==> src/rtl/int_ctrl_if.sv <==
// CPU-side interrupt handshake bundle.
//   master (CPU)       : drives gie, ie, int_ack, int_done; observes the rest
//   slave  (int_ctrl)  : drives int_req, int_vector, pending, active
interface int_ctrl_if;
    localparam int unsigned VEC_W = 10;
    localparam int unsigned SRC_N = 3;

    logic             gie;
    logic [SRC_N-1:0] ie;
    logic             int_ack;
    logic             int_done;
    logic             int_req;
    logic [VEC_W-1:0] int_vector;
    logic [SRC_N-1:0] pending;
    logic [1:0]       active;

    modport master (
        output gie, ie, int_ack, int_done,
        input  int_req, int_vector, pending, active
    );

    modport slave (
        input  gie, ie, int_ack, int_done,
        output int_req, int_vector, pending, active
    );
endinterface

==> src/rtl/int_ctrl.sv <==
// Three-source prioritised interrupt controller (EI > T0 > T1).
// Ports:
//   clk, rst        : clock, asynchronous active-low reset
//   ext_int         : asynchronous external interrupt line (synchronised here)
//   t0_done/t1_done : timer done levels, held until acknowledged
//   t0_ack/t1_ack   : one-cycle acknowledge pulses back to the timers
//   bus             : CPU handshake (gie, ie, int_ack, int_done in;
//                     int_req, int_vector, pending, active out)
module int_ctrl #(
    parameter logic [9:0] VEC_EI = 10'h010,
    parameter logic [9:0] VEC_T0 = 10'h020,
    parameter logic [9:0] VEC_T1 = 10'h030
) (
    input  logic       clk,
    input  logic       rst,
    input  logic       ext_int,
    input  logic       t0_done,
    input  logic       t1_done,
    output logic       t0_ack,
    output logic       t1_ack,
    int_ctrl_if.slave  bus
);
    localparam int unsigned VEC_W = 10;
    localparam int unsigned SRC_N = 3;

    typedef enum logic [1:0] {IDLE, REQUEST, SERVICE} state_t;
    typedef enum logic [1:0] {
        SRC_NONE = 2'd0,
        SRC_EI   = 2'd1,
        SRC_T0   = 2'd2,
        SRC_T1   = 2'd3
    } src_t;

    state_t           state;
    src_t             src_q;
    src_t             active_q;
    src_t             win_c;
    logic [VEC_W-1:0] win_vec_c;
    logic [VEC_W-1:0] vec_q;
    logic             int_req_q;
    logic             t0_ack_q;
    logic             t1_ack_q;
    logic [SRC_N-1:0] pending_q;
    logic [SRC_N-1:0] set_c;
    logic [SRC_N-1:0] clr_c;
    logic [SRC_N-1:0] masked_c;
    logic [SRC_N-1:0] src_bit_c;

    // ext_int synchroniser plus a valid chain so that reset-time zeros in the
    // synchroniser are never mistaken for a real low level.
    logic ei_s1, ei_s2, ei_v1, ei_v2;
    // Edge detect: "last valid sample was low". Cleared by reset, so a line
    // already high at reset release must drop before it can fire again.
    logic ei_low_q, t0_low_q, t1_low_q;

    // Rising-edge set requests, in pending bit order
    always_comb begin
        set_c = {ei_s2 & ei_low_q, t0_done & t0_low_q, t1_done & t1_low_q};
    end

    // Fixed-priority winner among enabled pending sources
    always_comb begin
        masked_c  = pending_q & bus.ie;
        win_c     = SRC_NONE;
        win_vec_c = VEC_EI;
        if (masked_c[2]) begin
            win_c     = SRC_EI;
            win_vec_c = VEC_EI;
        end else if (masked_c[1]) begin
            win_c     = SRC_T0;
            win_vec_c = VEC_T0;
        end else if (masked_c[0]) begin
            win_c     = SRC_T1;
            win_vec_c = VEC_T1;
        end
    end

    // One-hot pending/ie position of the latched source
    always_comb begin
        case (src_q)
            SRC_EI:  src_bit_c = 3'b100;
            SRC_T0:  src_bit_c = 3'b010;
            SRC_T1:  src_bit_c = 3'b001;
            default: src_bit_c = 3'b000;
        endcase
    end

    // Pending clear on acceptance; set still wins in the merge below
    always_comb begin
        clr_c = (state == REQUEST && bus.int_ack) ? src_bit_c : 3'b000;
    end

    // Synchroniser and edge-detect flops
    always_ff @(posedge clk or negedge rst) begin
        if (!rst) begin
            ei_s1    <= 1'b0;
            ei_s2    <= 1'b0;
            ei_v1    <= 1'b0;
            ei_v2    <= 1'b0;
            ei_low_q <= 1'b0;
            t0_low_q <= 1'b0;
            t1_low_q <= 1'b0;
        end else begin
            ei_s1    <= ext_int;
            ei_s2    <= ei_s1;
            ei_v1    <= 1'b1;
            ei_v2    <= ei_v1;
            ei_low_q <= ei_v2 & ~ei_s2;
            t0_low_q <= ~t0_done;
            t1_low_q <= ~t1_done;
        end
    end

    // Request/service state machine with registered outputs
    always_ff @(posedge clk or negedge rst) begin
        if (!rst) begin
            state     <= IDLE;
            src_q     <= SRC_NONE;
            active_q  <= SRC_NONE;
            int_req_q <= 1'b0;
            vec_q     <= '0;
            t0_ack_q  <= 1'b0;
            t1_ack_q  <= 1'b0;
            pending_q <= '0;
        end else begin
            t0_ack_q  <= 1'b0;
            t1_ack_q  <= 1'b0;
            pending_q <= (pending_q & ~clr_c) | set_c;
            case (state)
                IDLE: begin
                    if (bus.gie && win_c != SRC_NONE) begin
                        state     <= REQUEST;
                        src_q     <= win_c;
                        int_req_q <= 1'b1;
                        vec_q     <= win_vec_c;
                    end
                end
                REQUEST: begin
                    // Acceptance outranks a same-cycle withdrawal
                    if (bus.int_ack) begin
                        state     <= SERVICE;
                        int_req_q <= 1'b0;
                        active_q  <= src_q;
                        t0_ack_q  <= (src_q == SRC_T0);
                        t1_ack_q  <= (src_q == SRC_T1);
                    end else if (!bus.gie || (src_bit_c & bus.ie) == 3'b000) begin
                        state     <= IDLE;
                        int_req_q <= 1'b0;
                    end
                end
                SERVICE: begin
                    if (bus.int_done) begin
                        state    <= IDLE;
                        active_q <= SRC_NONE;
                    end
                end
                default: state <= IDLE;
            endcase
        end
    end

    assign t0_ack         = t0_ack_q;
    assign t1_ack         = t1_ack_q;
    assign bus.int_req    = int_req_q;
    assign bus.int_vector = vec_q;
    assign bus.pending    = pending_q;
    assign bus.active     = active_q;
endmodule

==> src/flat_wrapper.sv <==
// flat-port wrapper written by rule: the top's interface ports become plain ports
module int_ctrl_flat 
#(
    parameter logic [9:0] VEC_EI = 10'h010,
    parameter logic [9:0] VEC_T0 = 10'h020,
    parameter logic [9:0] VEC_T1 = 10'h030
)
  (clk, rst, ext_int, t0_done, t1_done, t0_ack, t1_ack, bus_gie, bus_ie, bus_int_ack, bus_int_done, bus_int_req, bus_int_vector, bus_pending, bus_active);
  int_ctrl_if bus_i ();
  input  logic clk;
  input  logic rst;
  input  logic ext_int;
  input  logic t0_done;
  input  logic t1_done;
  output logic t0_ack;
  output logic t1_ack;
  input wire logic [$bits(bus_i.gie)-1:0] bus_gie;
  input wire logic [$bits(bus_i.ie)-1:0] bus_ie;
  input wire logic [$bits(bus_i.int_ack)-1:0] bus_int_ack;
  input wire logic [$bits(bus_i.int_done)-1:0] bus_int_done;
  output wire logic [$bits(bus_i.int_req)-1:0] bus_int_req;
  output wire logic [$bits(bus_i.int_vector)-1:0] bus_int_vector;
  output wire logic [$bits(bus_i.pending)-1:0] bus_pending;
  output wire logic [$bits(bus_i.active)-1:0] bus_active;
  assign bus_i.gie = bus_gie;
  assign bus_i.ie = bus_ie;
  assign bus_i.int_ack = bus_int_ack;
  assign bus_i.int_done = bus_int_done;
  assign bus_int_req = bus_i.int_req;
  assign bus_int_vector = bus_i.int_vector;
  assign bus_pending = bus_i.pending;
  assign bus_active = bus_i.active;
  int_ctrl #(.VEC_EI(VEC_EI), .VEC_T0(VEC_T0), .VEC_T1(VEC_T1)) u_core (.clk(clk), .rst(rst), .ext_int(ext_int), .t0_done(t0_done), .t1_done(t1_done), .t0_ack(t0_ack), .t1_ack(t1_ack), .bus(bus_i));
endmodule
==> config.mk <==
export PLATFORM = sky130hd
export DESIGN_NAME = int_ctrl_flat
export DESIGN_NICKNAME = d
export VERILOG_FILES = /design/src/rtl/int_ctrl_if.sv /design/src/rtl/int_ctrl.sv /design/src/flat_wrapper.sv
export SDC_FILE = /design/constraint.sdc
export NUM_CORES = 1
export LEC_CHECK = 0
export ABC_CLOCK_PERIOD_IN_PS = 3800
export CORE_MARGIN = 5
export CORE_UTILIZATION = 47
export DETAILED_ROUTE_END_ITERATION = 16
export GPL_ROUTABILITY_DRIVEN = 0
export PLACE_DENSITY = 0.81
export SLEW_MARGIN = 20
export SYNTH_ARGS = -nofsm -noshare
export SYNTH_HDL_FRONTEND = slang
export SYNTH_SLANG_ARGS = --single-unit
==> constraint.sdc <==
create_clock -name clk -period 3.8 [get_ports clk]
set_clock_uncertainty 0.15 [all_clocks]
set_input_delay 0.38 -clock clk [delete_from_list [all_inputs] [get_ports clk]]
set_output_delay 0.38 -clock clk [all_outputs]
set_load 0.005 [all_outputs]
==> results of run 1 <==
==> cells in the final DEF, fill, tap and decap left out, types with 2 or more instances in the layout <==
master / count
clkbuf_4: 3
a21oi_1: 3
clkdlybuf4s50_1: 20
o21ai_1: 2
inv_1: 5
nand2_1: 5
nand3b_1: 2
dfrtp_1: 20
nor2_1: 3
conb_1: 9
o21a_1: 2
and2_1: 2
==> flip-flops by register name, indices dropped and copies added, names as in the netlist <==
register,cells
u_core.bus.int_vector,2
u_core.ei_s2,1
u_core.t1_ack,1
u_core.ei_v1,1
u_core.state,2
u_core.bus.active,2
u_core.ei_v2,1
u_core.ei_s1,1
u_core.bus.pending,3
u_core.bus.int_req,1
u_core.ei_low_q,1
u_core.src_q,1
u_core.t1_low_q,1
u_core.t0_ack,1
u_core.t0_low_q,1
==> path summary, 6_finish.rpt <==
kind	from	end
max reg2reg	u_core.state[1]$_DFFE_PN0P_	u_core.bus.int_vector[5]$_DFFE_PN0P_
min reg2reg	u_core.ei_s1$_DFF_PN0_	u_core.ei_s2$_DFF_PN0_
min	u_core.ei_s1$_DFF_PN0_	u_core.ei_s2$_DFF_PN0_
max	u_core.bus.int_vector[5]$_DFFE_PN0P_	bus_int_vector[5]
min in group asynchronous	rst	u_core.bus.int_vector[4]$_DFFE_PN0P_
max in group asynchronous	rst	u_core.t0_low_q$_DFF_PN0_
==> cell families after synthesis <==
family	after synthesis	synth area share, %
simple gates	23	17.3
flops	20	56.3
buf+inv	15	11.0
compound gates	14	11.8
mux	2	2.81
other cells	2	0.844
==> cells in the mapped netlist, drive strengths merged <==
cell type,number,share of area [%]
nand2,5,2.1
nand2b,1,1.5
and4bb,1,1.4
nor2b,1,0.70
o21ai,3,1.7
or2,1,0.70
o32a,1,1.1
or2b,1,0.84
o21a,2,1.7
o22ai,1,0.70
nor3,1,0.56
a211oi,2,3.1
nand3b,2,1.7
and2b,1,0.84
dfrtp,20,56
a21oi,3,1.7
mux2i,1,1.1
nor2,3,1.3
and3b,1,0.98
and3,1,0.70
or4,1,1.3
a22oi,1,0.84
conb,2,0.84
and2,2,1.4
nand4bb,1,1.3
inv,5,2.1
mux2,1,1.7
buf,10,8.9
a22o,1,0.98
==> routing by layer <==
layer  share of wire, %  GRT usage [%]  wire, µm  vias to the layer above
met4                  0           5.96         0                        0
met1                 44           14.8       663                      273
met2                 49           20.6       739                       18
li1                   -              -         -                      277
met5                  0              0         0                        -
met3                7.3           3.94       111                        0
==> power by group through the flow <==
stage               combinational (µW)  sequential (µW)  clock, µW
finish                             212              323        169
global route                       235              332        184
CTS                                215              324        174
detailed placement                 214              328          0
global placement                   209              328          0
floorplan                          136              310          0
==> worst register-to-register path: cells and delay by family (launching register included) <==
family,cells,cell delay (ns)
AO/OA/AOI/OAI,1,0.31
flip-flops,1,0.47
multiplexers,1,0.33
AND/OR/NAND/NOR,1,0.19
==> per-stage QoR <==
stage,hold slack (ns),instances
finish,0.216,122
global route,0.233,122
CTS,0.219,122
detailed placement,0.192,118
global placement,0.185,118
floorplan,-0.0656,83
==> area by class of cell <==
cell class / instances / area share (%)
Clock buffer: 3 / 2.01
Clock inverter: 1 / 2.68
Inverter: 5 / 1.67
Multi-Input combinational cell: 48 / 28.3
Sequential cell: 20 / 44.6
Tap cell: 25 / 2.79
Timing Repair Buffer: 20 / 17.9
==> metrics.yaml, run 1 <==
fp.coreArea_um2: 1760
comb_power_share_pct: 30.1
power.density_nw_per_um2: 628
cp.depth: 1
vdd_drop_max_uv: 358
dpl.hpwl_mm: 1.16
cts_resized: 0
drive_gt1_share_pct: 8.25
swShare_pct: 27.7
worst_slack_ns: 1.90
p_total_uw: 704
grt_max_degree: 21
setup_tns_ns: 0
seqPwrFrac_pct: 45.9
crit_required_ns: 3.27
slew-limit-headroom_pct: 42.6
slowest_delay_ns: 0.56
crit_fanout: 8
ant_nets: 0
num_rows: 15
rrSetupSlack_ns: 2.26
insertion_delay_ns: 0.29
status: "completed"
viasPerCell: 4.66
crit_path_top_delay_cell: "clkdlybuf4s50_1"
vias: 568
finalCriticalPeriod_ns: 1.90
grtUsageTotal_pct: 12.6
root_buffer: "clkbuf_4"
grt_antenna_before_repair: 0
multi_input_area_um2: 318
holdBufCountCts: 0
htreeDepth: 1
setup_viol: 0
regArea_um2: 500
grt.overflow.total: 0
path_buf_inv: 1
synthCells: 76
crit_family: "buffers and inverters"
io_buffers: 20
finalHoldViolations: 0
post-place-ws_ns: 1.85
syn_avg_cell_area_um2: 11.7
p_int_uw: 509
hp-class: "reg2reg"
period_share_pct: 49.9
grt_pass1_wl_mm: 2.58
cap_viol_max_count: 0
synth_area_um2: 890
path_clk_slew_ns: 0.12
start_util_pct: 50.4
cts_buffers: 3
start_kind: "flip-flop"
drcViolationCount: 0
hold_depth: 0
ios: 29
postCtsSetupBuffers: 0
grt_pass1_vias: 602
net-switching-power_uw: 195
timing.fmax_ghz: 0.527
clockBufferDepth: 2
syn_to_final_growth_pct: 26.0
synth-seq-cells: 20
die-area_um2: 2860
p_leak_uw: 0.000515
place_area_um2: 1070
netlist-cell-type-count: 32
dieHeight_um: 53.5
drt-initial-drc-count: 5
cts_tree: "built"
drv_slew: 0
yosysSeqAreaShare_pct: 56.3
wirelength_mm: 1.51
cp_data_arrival_time_ns: 1.37
path_cells: "clkdlybuf4s50_1"
synth-warning-count: 0
power_frac_clock_pct: 24.0
fillers: 156
finish.utilization_pct: 63.5
criticalPathCategory: "reg2out"
worst_pin_slew_ns: 0.859
reg2regPathDepth: 3
end_kind: "output pin"
die_w_um: 53.5
avgRoutedWirePerCell_um: 12.4
clock_sinks: 20
nets: 109
firstDrtPassIters: 2
fin_area_um2: 1120
n_antenna_cell: 0
rsz0062_at_grt: "false"
Note: power is estimated with default switching activity, not from simulation.
==> run 2: changes to the inputs <==
--- a/config.mk
+++ b/config.mk
@@ -5,12 +5,12 @@
 export SDC_FILE = /design/constraint.sdc
 export NUM_CORES = 1
 export LEC_CHECK = 0
-export ABC_CLOCK_PERIOD_IN_PS = 3800
+export ABC_CLOCK_PERIOD_IN_PS = 1600
 export CORE_MARGIN = 5
-export CORE_UTILIZATION = 47
+export CORE_UTILIZATION = 40
 export DETAILED_ROUTE_END_ITERATION = 16
 export GPL_ROUTABILITY_DRIVEN = 0
-export PLACE_DENSITY = 0.81
+export PLACE_DENSITY = 0.74
 export SLEW_MARGIN = 20
 export SYNTH_ARGS = -nofsm -noshare
 export SYNTH_HDL_FRONTEND = slang
==> constraint.sdc (replaced) <==
create_clock -name clk -period 1.6 [get_ports clk]
set_clock_uncertainty 0.15 [all_clocks]
set_input_delay 0.16 -clock clk [delete_from_list [all_inputs] [get_ports clk]]
set_output_delay 0.16 -clock clk [all_outputs]
set_load 0.005 [all_outputs]
==> metrics.yaml, run 2 (synthesis gave the netlist of run 1 again) <==
status: "completed"  # unchanged
start_kind: "flip-flop"  # unchanged
crit_required_ns: 1.29  # was 3.27 ns
finalHoldViolations: 0  # unchanged
timing.fmax_ghz: 0.661
root_buffer: "clkbuf_4"  # unchanged
final_common_cell: "dfrtp_1"
power.density_nw_per_um2: 1420  # was 628 nW/µm²
fp.coreArea_um2: 2170  # was 1760 µm²
insertion_delay_ns: 0.31  # was 0.29 ns
die-area_um2: 3270  # was 2860 µm²
drcViolationCount: 0  # unchanged
crit_fanout: 3  # was 8
final_cell_mix: "dfrtp_1 (19), clkdlybuf4s50_1 (18), conb_1 (9)"  # was clkdlybuf4s50_1 (20), dfrtp_1 (20), conb_1 (9)
grt_max_degree: 21  # unchanged
holdBufCountCts: 0  # unchanged
cts_tree: "built"  # unchanged
p_int_uw: 1150  # was 509 µW
finalCriticalPeriod_ns: 1.51
firstDrtPassIters: 4  # was 2
syn_to_final_growth_pct: 30.4  # was 26.0%
num_rows: 17  # was 15
die_w_um: 57.2  # was 53.5 µm
start_util_pct: 41.0  # was 50.4%
wirelength_mm: 1.77  # was 1.51 mm
n_antenna_cell: 0  # unchanged
worst_slack_ns: 0.0861  # was 1.90 ns
path_clk_slew_ns: 0.12  # about the same
grtUsageTotal_pct: 12.2  # was 12.6%
avgRoutedWirePerCell_um: 13.5  # was 12.4 µm
crit_family: "buffers and inverters"  # unchanged
slowest_delay_ns: 0.51  # was 0.56 ns
post-place-ws_ns: -0.0840  # was 1.85 ns
cp_data_arrival_time_ns: 1.20  # was 1.37 ns
comb_power_share_pct: 36.5  # was 30.1%
drv_slew: 0  # unchanged
clockBufferDepth: 2  # unchanged
swShare_pct: 30.4  # was 27.7%
vias: 608  # was 568
dpl.hpwl_mm: 1.33  # was 1.16 mm
crit_path_top_delay_cell: "clkdlybuf4s50_1"  # unchanged
clock_sinks: 20  # unchanged
cts_buffers: 3  # unchanged
grt.overflow.total: 0  # unchanged
io_buffers: 20  # unchanged
period_share_pct: 94.6
nets: 115  # was 109
dieHeight_um: 57.2  # was 53.5 µm
path_cells: "clkdlybuf4s50_1"  # unchanged
setup_viol: 0  # unchanged
ant_nets: 0  # unchanged
drt-initial-drc-count: 6  # was 5
grt_antenna_before_repair: 0  # unchanged
largest_reg_flops: 3  # unchanged
ios: 29  # unchanged
htreeDepth: 1  # unchanged
hp-class: "in2async"  # was reg2reg
end_kind: "output pin"  # unchanged
grt_pass1_vias: 674  # was 602
net-switching-power_uw: 501  # was 195 µW
seqPwrFrac_pct: 45.3  # was 45.9%
rsz0062_at_grt: "false"  # unchanged
path_buf_inv: 1  # unchanged
drive_gt1_share_pct: 14.6  # was 8.25%
viasPerCell: 4.64  # was 4.66
fin_area_um2: 1160  # was 1120 µm²
grt_pass1_wl_mm: 3.08  # was 2.58 mm
p_leak_uw: 0.000540  # was 0.000515 µW
criticalPathCategory: "reg2out"  # unchanged
place_area_um2: 1090  # was 1070 µm²
cap_viol_max_count: 0  # unchanged
power_frac_clock_pct: 18.2  # was 24.0%
vdd_drop_max_uv: 900  # was 358 µV
==> run 2: repair_timing <==
action                     CTS  global route
setup endpoints to repair    1             3
gates resized for setup      1             2
setup buffers                1             2
==> run 2: layer usage <==
metal,GRT usage [%],up-vias,routed length [µm]
li1,-,294,-
met2,18.4,21,824
met3,2.71,4,110
met1,16.0,289,795
met4,6.95,0,43
met5,0,-,0
==> run 2: final cells by class <==
type | count | area, µm²
Clock buffer | 4 | 36.3
Fill cell | 197 | 1010
Inverter | 5 | 18.8
Multi-Input combinational cell | 48 | 318
Sequential cell | 20 | 502
Tap cell | 28 | 35.0
Timing Repair Buffer | 26 | 250
==> run 2: worst paths after layout <==
kind	to	cells past startpoint	slack [ns]	startpoint
min reg2reg	u_core.ei_v2$_DFF_PN0_	0	0.21	u_core.ei_v1$_DFF_PN0_
max	bus_pending[0]	1	0.09	u_core.bus.pending[0]$_DFF_PN0_
min	u_core.t1_ack$_DFF_PN0_	2	0.01	rst
min in group clk	u_core.ei_s1$_DFF_PN0_	1	0.13	ext_int
max in group asynchronous	u_core.bus.int_vector[5]$_DFFE_PN0P_	2	1.06	rst
max reg2reg	u_core.bus.int_vector[4]$_DFFE_PN0P_	2	0.12	u_core.state[0]$_DFFE_PN0P_
==> run 2: per-stage QoR <==
step                      instances  hold slack [ns]  total power (µW)  util [%]  TNS [ns]
final                           131           0.0130              1650      53.5         0
after global routing            131           0.0270              1760      53.5         0
after CTS                       129           0.0255              1650      52.5         0
after detailed placement        124            0.190              1330      50.5    -0.222
after global placement          124            0.182              1300      50.5   -0.0868
after floorplan                  83           -0.286              1060         -         0
==> run 2: power groups by stage <==
| stage | registers [µW] | logic [µW] | clock network, µW |
|---|---|---|---|
| detailed placement | 778 | 548 | 0 |
| finish | 746 | 601 | 300 |
| floorplan | 736 | 324 | 0 |
| global route | 767 | 665 | 329 |
| CTS | 748 | 594 | 304 |
| global placement | 773 | 527 | 0 |
==> run 3: changes to the inputs <==
--- a/config.mk
+++ b/config.mk
@@ -11,6 +11,7 @@
 export DETAILED_ROUTE_END_ITERATION = 16
 export GPL_ROUTABILITY_DRIVEN = 0
 export PLACE_DENSITY = 0.74
+export RECOVER_POWER = 50
 export SLEW_MARGIN = 20
 export SYNTH_ARGS = -nofsm -noshare
 export SYNTH_HDL_FRONTEND = slang
==> metrics.yaml, run 3 (synthesis gave the netlist of run 1 again) <==
worstHoldEndpoint: "u_core.ei_v2$_DFF_PN0_"
rrSetupSlack_ns: 0.12  # about the same
ant_nets: 0  # unchanged
vias: 606  # was 608
setup_viol: 0  # unchanged
ios: 29  # unchanged
place_area_um2: 1090  # unchanged
crit_family: "buffers and inverters"  # unchanged
avgRoutedWirePerCell_um: 13.6  # was 13.5 µm
grt_max_degree: 21  # unchanged
start_util_pct: 41.0  # unchanged
slew-limit-headroom_pct: 29.7
wirelength_mm: 1.78  # was 1.77 mm
hold_depth: 0
die-area_um2: 3270  # unchanged
hp-class: "reg2reg"  # was in2async
dp_cells: 124  # unchanged
period_share_pct: 94.7  # was 94.6%
drcViolationCount: 0  # unchanged
viasPerCell: 4.63  # was 4.64
grt_pass1_vias: 674  # unchanged
final_common_cell: "dfrtp_1"  # unchanged
finalHoldViolations: 0  # unchanged
status: "completed"  # unchanged
grt_antenna_before_repair: 0  # unchanged
start_kind: "flip-flop"  # unchanged
clock_sinks: 20  # unchanged
largest_reg_flops: 3  # unchanged
dpl.hpwl_mm: 1.33  # unchanged
hold_start: "u_core.ei_v1$_DFF_PN0_"
htreeDepth: 1  # unchanged
criticalPathCategory: "reg2out"  # unchanged
seqPwrFrac_pct: 45.3  # about the same
nets: 115  # unchanged
reg2reg_to: "u_core.bus.int_vector[4]$_DFFE_PN0P_"  # unchanged
fillers: 199  # was 197
clockBufferDepth: 2  # unchanged
grt_pass1_wl_mm: 3.08  # unchanged
reg2regPathDepth: 2  # unchanged
io_buffers: 20  # unchanged
cap_viol_max_count: 0  # unchanged
die_w_um: 57.2  # unchanged
crit_required_ns: 1.29  # about the same
syn_to_final_growth_pct: 30.0  # was 30.4%
dieHeight_um: 57.2  # unchanged
final_cell_mix: "dfrtp_1 (19), clkdlybuf4s50_1 (15), conb_1 (9)"  # was dfrtp_1 (19), clkdlybuf4s50_1 (18), conb_1 (9)
timing.fmax_ghz: 0.660  # was 0.661 GHz
fin_area_um2: 1160  # about the same
n_antenna_cell: 0  # unchanged
drt-initial-drc-count: 6  # unchanged
cts_buffers: 3  # unchanged
end_kind: "output pin"  # unchanged
cp_data_arrival_time_ns: 1.20  # about the same
firstDrtPassIters: 4  # unchanged
finalCriticalPeriod_ns: 1.51  # about the same
power.density_nw_per_um2: 1420  # about the same
crit_path_top_delay_cell: "clkdlybuf4s50_1"  # unchanged
grtUsageTotal_pct: 12.2  # unchanged
whs_ns: 0.212  # was 0.0130 ns
power_frac_clock_pct: 18.3  # was 18.2%
fp.coreArea_um2: 2170  # unchanged
comb_power_share_pct: 36.4  # was 36.5%
swShare_pct: 30.5  # was 30.4%
net-switching-power_uw: 501  # about the same
r2r-start: "u_core.state[0]$_DFFE_PN0P_"  # unchanged
root_buffer: "clkbuf_4"  # unchanged
p_int_uw: 1140  # was 1150 µW
drive_gt1_share_pct: 13.6  # was 14.6%
vdd_drop_max_uv: 900  # about the same
path_clk_slew_ns: 0.11  # was 0.12 ns
p_leak_uw: 0.000537  # was 0.000540 µW
grt.overflow.total: 0  # unchanged
worst_pin_slew_ns: 1.06
insertion_delay_ns: 0.31  # about the same
crit_fanout: 3  # unchanged
path_cells: "clkdlybuf4s50_1"  # unchanged
cp-startpoint: "u_core.bus.pending[0]$_DFF_PN0_"  # unchanged
path_buf_inv: 1  # unchanged
instances_no_fill: 131  # unchanged
num_rows: 17  # unchanged
slowest_delay_ns: 0.51  # about the same
rsz0062_at_grt: "false"  # unchanged
cts_tree: "built"  # unchanged
holdBufCountCts: 0  # unchanged
drv_slew: 0  # unchanged
==> run 3: cell type report <==
cell class / instances / area, µm² / area share, %
flip-flops and latches: 20 / 502 / 43.4
multi-input cells: 48 / 318 / 27.5
repair buffers: 26 / 246 / 21.3
clock buffers: 4 / 36.3 / 3.14
well taps: 28 / 35.0 / 3.03
inverters: 5 / 18.8 / 1.62
==> run 3: power by group through the flow <==
stage	sequential (µW)	clock (µW)	combinational, µW
after floorplan	736	0	324
after global placement	773	0	527
after detailed placement	778	0	548
after CTS	748	304	594
after global routing	767	329	662
final	746	301	598
==> run 3: per-layer routing <==
layer | vias up | track usage, % | part of all wire, %
met2 | 21 | 18.4 | 46
met1 | 287 | 16.0 | 45
met4 | 0 | 6.95 | 2.4
li1 | 294 | - | -
met5 | - | 0 | 0
met3 | 4 | 2.71 | 6.2
==> run 3: what timing repair did <==
action | in CTS | in global routing
endpoints found under the hold margin | 0 | 0
gates resized for setup | 1 | 2
setup endpoints to repair | 1 | 3
buffers inserted | 1 | 2
==> run 3: how the worst max path moves through the flow <==
stage / to / slack (ns) / depth (start not counted)
final: bus_pending[0] / 0.09 / 1
after global placement: u_core.bus.int_vector[5]$_DFFE_PN0P_ / -0.04 / 4
after global routing: bus_pending[0] / 0.01 / 1
after floorplan: u_core.bus.int_vector[5]$_DFFE_PN0P_ / 0.17 / 3
after detailed placement: u_core.bus.int_vector[5]$_DFFE_PN0P_ / -0.08 / 4
after CTS: bus_pending[1] / 0.03 / 1
==> run 3: through the flow <==
step | utilization (%) | TNS, ns | total power, µW | setup slack (ns)
final | 53.3 | 0 | 1640 | 0.0853
after global routing | 53.3 | 0 | 1760 | 0.0124
after floorplan | - | 0 | 1060 | 0.169
after CTS | 52.5 | 0 | 1650 | 0.0252
after global placement | 50.5 | -0.0868 | 1300 | -0.0417
after detailed placement | 50.5 | -0.222 | 1330 | -0.0840
==> run 3: worst reg2reg max path: stages (launching register included) <==
cell,delay (ns)
dfrtp_1,0.53
or4_4,0.59
o21a_1,0.12
